===== config.mk =====
export PLATFORM = sky130hd
export DESIGN_NAME = mul_norm_shift
export DESIGN_NICKNAME = d
export VERILOG_FILES = /design/src/rtl/mul_norm_shift.sv
export SDC_FILE = /design/constraint.sdc
export NUM_CORES = 1
export LEC_CHECK = 0
export ABC_CLOCK_PERIOD_IN_PS = 3600
export BUFFER_PORTS_ARGS = -buffer_cell sky130_fd_sc_hd__buf_2
export CORE_ASPECT_RATIO = 0.9
export CORE_MARGIN = 2
export CORE_UTILIZATION = 40
export CTS_BUF_LIST = sky130_fd_sc_hd__clkbuf_16
export CTS_CLUSTER_SIZE = 24
export DETAILED_ROUTE_END_ITERATION = 6
export SETUP_SLACK_MARGIN = 0.2
export SLEW_MARGIN = 0
export SYNTH_ARGS = -nofsm -noshare
export SYNTH_HDL_FRONTEND = slang
export SYNTH_SLANG_ARGS = --single-unit

===== constraint.sdc =====
create_clock -name clk -period 3.6 [get_ports clk]
set_input_delay 0.54 -clock clk [delete_from_list [all_inputs] [get_ports clk]]
set_output_delay 0.54 -clock clk [all_outputs]
set_load 0.1 [all_outputs]

===== src/rtl/mul_norm_shift.sv =====
// Normalizing left-shifter for the multiplier datapath: 2-stage pipeline with valid/ready.
// Define MUL_NORM_SUBNORM_EN for gradual underflow; otherwise underflow flushes to zero.
module mul_norm_shift #(
  parameter int unsigned WIDTH     = 24,
  parameter int unsigned EXP_WIDTH = 10,
  localparam int unsigned CW       = $clog2(WIDTH)
) (
  input  logic                 clk,
  input  logic                 rst,
  input  logic                 in_valid,
  output logic                 in_ready,
  input  logic [WIDTH-1:0]     in_mant,
  input  logic [EXP_WIDTH-1:0] in_exp,
  input  logic [CW-1:0]        in_lzc,
  output logic                 out_valid,
  input  logic                 out_ready,
  output logic [WIDTH-1:0]     out_mant,
  output logic [EXP_WIDTH-1:0] out_exp,
  output logic                 out_zero,
  output logic                 out_uflow
);

  // Shift-amount bits below SPLIT are applied in stage 2, the rest in stage 1.
  localparam int unsigned SPLIT = 3;

  logic                 s1_valid;
  logic [WIDTH-1:0]     s1_mant;
  logic [SPLIT-1:0]     s1_lo;
  logic [EXP_WIDTH-1:0] s1_exp;
  logic                 s1_zero;
  logic                 s1_uflow;

  logic adv1, adv2;

  assign adv2     = !out_valid || out_ready;
  assign adv1     = !s1_valid || adv2;
  assign in_ready = adv1 && !rst;

  logic [EXP_WIDTH:0]   exp_diff;
  logic                 is_zero, is_norm;
  logic [CW-1:0]        shamt;
  logic [WIDTH-1:0]     mant_a;
  logic [EXP_WIDTH-1:0] exp_n;
  logic                 uflow_n;

  // Borrow out of the widened subtraction marks in_exp < in_lzc.
  assign exp_diff = {1'b0, in_exp} - (EXP_WIDTH+1)'(in_lzc);
  assign is_zero  = (in_mant == '0) || (32'(in_lzc) >= WIDTH);
  assign is_norm  = !exp_diff[EXP_WIDTH] && (exp_diff[EXP_WIDTH-1:0] != '0);

  always_comb begin
    shamt   = in_lzc;
    mant_a  = in_mant;
    exp_n   = exp_diff[EXP_WIDTH-1:0];
    uflow_n = 1'b0;
    if (is_zero) begin
      shamt  = '0;
      mant_a = '0;
      exp_n  = '0;
    end else if (!is_norm) begin
      uflow_n = 1'b1;
      exp_n   = '0;
`ifdef MUL_NORM_SUBNORM_EN
      shamt = (in_exp == '0) ? '0 : CW'(in_exp - EXP_WIDTH'(1));
`else
      shamt  = '0;
      mant_a = '0;
`endif
    end
    for (int unsigned k = SPLIT; k < CW; k++) begin
      if (shamt[k]) mant_a = mant_a << (1 << k);
    end
  end

  always_ff @(posedge clk) begin
    if (rst) begin
      s1_valid <= 1'b0;
      s1_mant  <= '0;
      s1_lo    <= '0;
      s1_exp   <= '0;
      s1_zero  <= 1'b0;
      s1_uflow <= 1'b0;
    end else if (adv1) begin
      s1_valid <= in_valid;
      if (in_valid) begin
        s1_mant  <= mant_a;
        s1_lo    <= shamt[SPLIT-1:0];
        s1_exp   <= exp_n;
        s1_zero  <= is_zero;
        s1_uflow <= uflow_n;
      end
    end
  end

  logic [WIDTH-1:0] mant_b;

  always_comb begin
    mant_b = s1_mant;
    for (int unsigned k = 0; k < SPLIT; k++) begin
      if (s1_lo[k]) mant_b = mant_b << (1 << k);
    end
  end

  always_ff @(posedge clk) begin
    if (rst) begin
      out_valid <= 1'b0;
      out_mant  <= '0;
      out_exp   <= '0;
      out_zero  <= 1'b0;
      out_uflow <= 1'b0;
    end else if (adv2) begin
      out_valid <= s1_valid;
      if (s1_valid) begin
        out_mant  <= mant_b;
        out_exp   <= s1_exp;
        out_zero  <= s1_zero;
        out_uflow <= s1_uflow;
      end
    end
  end

endmodule

**After elaboration in Yosys (flattened, before gate mapping)**

Cells that the tools add are included.

- Bits of input ports: 43
- Output and inout bits: 38
- Bits in registers: 77

- Order comparisons: 1
- Add/sub/neg operators: 1
- Multiplexer cells: 13
- Reduce and logical (&&, ||, !) cells: 13

Operator list:

| kind | count |
|---|---|
| 24-bit 2-to-1 mux | 7 |
| 24-bit zero test | 1 |
| 10-bit 2-to-1 mux | 2 |
| 10-bit by 5-bit subtractor with 11-bit output | 1 |
| 5-bit 2-to-1 mux | 2 |
| 10-bit nonzero test | 1 |
| 5-bit greater-or-equal comparator, second input constant | 1 |
| 1-bit zero test | 4 |
| 2-bit AND reduction | 2 |
| 1-bit logical OR | 3 |
| 1-bit logical AND | 2 |
| 1-bit 2-to-1 mux | 2 |

**Longest topological paths before layout**

- Depth after elaboration: 7
- Depth in mapped cells: 11
- Gate-level depth less buffers: 10

**Worst setup path before layout**

Ideal clock, no wire load.

- Kind: input to register
- From: input port in_lzc[3]
- To: register s1_mant[14]
- Buffers on the path: 3
- Setup slack: 0.690 ns
- Stages on the path: 11
- Required time: 3.483 ns
- Arrival: 2.793 ns
- Cell sequence: clkbuf_1 -> inv_1 -> ha_1 -> buf_2 -> nand4b_1 -> nand3_1 -> a21boi_1 -> xnor2_1 -> nand3_4 -> buf_2 -> a32o_1

- Longest elaborated chain between the ends: 7
- Elaborated cells between the ends (all ways): 12
- Classes of those cells: add/sub (1); order compare (1); mux (6); reduce/logical (4)

RTL lines:

| element | RTL line | RTL |
|---|---|---|
| from (decl) | 14 | `input logic [CW-1:0] in_lzc,` |
| 10-bit by 5-bit subtractor with 11-bit output | 47 | `assign exp_diff = {1'b0, in_exp} - (EXP_WIDTH+1)'(in_lzc);` |
| 10-bit nonzero test / 1-bit zero test (equally long branches) | 49 | `assign is_norm = !exp_diff[EXP_WIDTH] && (exp_diff[EXP_WIDTH-1:0] != '0);` |
| 1-bit logical AND | 49 |  |
| 24-bit 2-to-1 mux / 5-bit 2-to-1 mux (equally long branches) | 60 | `end else if (!is_norm) begin` |
| 24-bit 2-to-1 mux / 5-bit 2-to-1 mux (equally long branches) | 56 | `if (is_zero) begin` |
| 24-bit 2-to-1 mux | 71 | `if (shamt[k]) mant_a = mant_a << (1 << k);` |
| 24-bit 2-to-1 mux * | 71 |  |
| to (signal assigned) | 86 | `s1_mant <= mant_a;` |
| to (decl) | 27 | `logic [WIDTH-1:0] s1_mant;` |

Mark *: on every way between the ends. The rest lies on a longest branch, timed or not.
A chain may end at the register's enable or synchronous reset.

**Final worst setup path**

- From: input port in_lzc[3]
- To: register s1_mant[1]

Same word-level chain as after synthesis.

==> qor.csv <==
metric,value,unit
Layout Cells excl Fill,612,
Compound-Gate Fraction of Synth Area,0.2078,
hold path startpoint,in_valid,
crit path launch type,primary input,
Global Route met3 Usage,0.03925,
"Primary FF master, synth",dfxtp_1,
Final Hold Fails,0,
CTS resizes,0,
CTS Buffer Depth,2,
total track usage,0.1842,
RR Startpoint,out_valid,
Post-Syn Area,0.004100,sq mm
n_diodes,0,
worst vdd ir,266.6,uV
Area contributors post-synth,"dfxtp_1 (38%), mux4_2 (11%), mux2i_1 (9.0%), a32o_1 (6.6%), a211oi_1 (4.0%)",
cts bufs inserted,9,
syn nets,462,
CTS root buffer,clkbuf_16,
Layout area overhead,20.05,%
Syn Inst Count,412,
initial antenna violation count,0,
Avg Inst Size Synth,9.952,sq um
Worst-Skew Late Latency,0.33,ns
Setup crit start,in_lzc[3],
TritonCTS clock tree,built,
Pleak,1.888,nW
register share of total power,0.391,
Die ar.,0.01108,sq mm
mux cell area share after synthesis,0.2002,
Pint,0.001711,W
Hold WC Path Type,primary input to flip-flop,
Core Area,0.01012,sq mm
Synth Area in Simple Gates,0.1388,
main combinational cell family by area after synthesis,compound AO/OA/AOI/OAI gates,
Post-Synth Adder-Cell Area,0.02319,
final setup vio count,0,
Logic pwr share,0.196,
WL per Instance,16.55,microns
Tcrit/Tclk final,0.7992,
"EDFF count, synth",0,
total wire length,10.13,mm
XOR/XNOR Fraction of Synth Area,0.01678,
Setup TNS Final,0,ns
first-pass GRT wire length,16.53,mm
global route total overflow,0,
Max Cap Viol,0,
initial core utilization,0.4053,
power density cells,487.2,mW/mm^2
Clock Pin Slew Worst Setup and Hold Paths,0.05,ns
residual DRC count,0,
maximum clock rate,347.6,MHz
share of layout cells above drive strength 1,0.2754,
worst-margin pin slew,1.194,ns
post-synthesis register bit count,77,
post-layout min period,2.877,ns
drt first-iter violations,199,
placed cell count,597,
global-route track usage on met2,0.2529,
Final nets,529,
Syn. warnings,0,
Clk network pwr share,0.413,
share of the synthesized area in the top cell type,0.3760,
Crit path required time,3.87,ns
Final ANT Viol Nets,0,
row count,35,
switching power,0.0006866,W
width of the die,110.7,microns
drt pass-1 iters,4,
outcome,"complete, no violations",
Clock Skew,0.004061,ns
# hold bufs at CTS,0,
"Seq/Total Area, Yosys",0.3760,
Final GP Congestion,0.8400,
vias in the first global route,3152,
largest area contributor in the netlist,dfxtp_1,
grt met1 use,0.2901,
Rel. slew slack,0.2030,
CP endpoint kind,flip-flop,
via/cell ratio,5.554,
asr flop ratio synth,0,
via count,3399,
Die H,100.1,microns
pin count of the biggest net entering global routing,54,
worst-path fanout max,16,
Buffers on Ports,80,
IO Pins,81,
Net Sw Frac,0.2863,
global route hottest layer,met1,
"Setup Fix Bufs, Post-CTS",0,
htree depth,3,
WS Path Type,primary input to flip-flop,
Detail Placement HPWL,7.658,mm
clk sinks,77,
Worst Path Arrival,3.15,ns
Unique masters post-synth,49,
setup repair after global routing missed its margin,no,
Slew Limit Fails,0,
## critical path: stages
cell and delay (ns):
buf_2 0.09, inv_1 0.11, ha_1 0.45, o21a_1 0.28
a2111oi_4 0.11, nor3_2 0.79, o211ai_2 0.24, a31oi_4 0.33
a32o_1 0.21
## cells in the mapped netlist, types with 2 or more instances
cell type / number
a211oi_1: 22
a21oi_1: 23
a22o_1: 8
a22oi_1: 2
a32o_1: 27
buf_1: 5
buf_2: 5
clkbuf_1: 21
dfxtp_1: 77
ha_1: 6
inv_1: 8
mux2i_1: 37
mux4_2: 20
nand2_1: 40
nand2b_1: 2
nand3_1: 4
nand3b_1: 2
nand4b_1: 2
nor2_1: 42
nor2b_1: 3
nor3_1: 3
nor4_1: 7
o21a_1: 2
o21ai_0: 12
o31ai_1: 2
or3_1: 2
or4_4: 2
xnor2_1: 4
xor2_1: 2
## layout by cell type (no fill, tap or decap), types with 9 or more instances in the layout
master and count:
nor2_1 41, clkbuf_16 9, mux2i_1 37, a21oi_1 23, dfxtp_1 77, nand2_1 40, a32o_1 27, a211oi_1 22
buf_2 80, mux4_2 20, o21ai_0 12
## flip-flops by register name, summed over array words and instances (netlist names), 3 cells and up
signal / count
out_mant: 24
s1_mant: 24
out_exp: 10
s1_exp: 10
s1_lo: 3
## per-layer routing
layer	vias to the layer above	routed length, microns
met4	0	46
met5	-	0
met3	5	485
li1	1709	-
met2	89	4177
met1	1596	5419
## through the flow
stage	setup slack [ns]	util	hold slack, ns	power (W)	cell area (sq um)
after floorplan	0.6896	-	0.4249	0.001311	4100
final	0.7229	0.4866	0.4436	0.002398	4922
after detailed placement	0.4346	0.4542	0.4448	0.001425	4594
after global routing	0.5002	0.4866	0.4495	0.002493	4922
after global placement	0.5295	0.4542	0.4429	0.001417	4594
after CTS	0.7682	0.4866	0.4423	0.002410	4922
## final timing paths
kind                 to  slack (ns)  depth (start not counted)
max          s1_mant[1]        0.72                          9
min            s1_valid        0.44                          3
max reg2reg    s1_lo[0]        1.16                          6
min reg2reg  out_exp[7]        0.45                          2
## power groups by stage
| stage | logic (W) | registers, W | clock network (W) |
|---|---|---|---|
| finish | 0.000470 | 0.000938 | 0.000990 |
| global route | 0.000503 | 0.000944 | 0.00105 |
| CTS | 0.000470 | 0.000938 | 0.00100 |
| detailed placement | 0.000469 | 0.000956 | 0 |
| global placement | 0.000464 | 0.000954 | 0 |
| floorplan | 0.000237 | 0.00107 | 0 |
## kinds of logic after synthesis
family | count (synthesis)
xor gates and xnor gates | 7
AOI/OAI and AO/OA | 108
buffers and inverters | 39
adders and majority gates | 7
and+or+nand+nor | 117
DFF | 77
muxes | 57
## area by class of cell
class | instances | area [sq um]
Multi-Input combinational cell | 296 | 2409
Timing Repair Buffer | 87 | 452.9
Sequential cell | 77 | 1541
Clock inverter | 6 | 102.6
Clock buffer | 9 | 225.2
Tap cell | 129 | 161.4
Inverter | 8 | 30.03
Fill cell | 980 | 5194
Power figures use the tool's default switching activity.
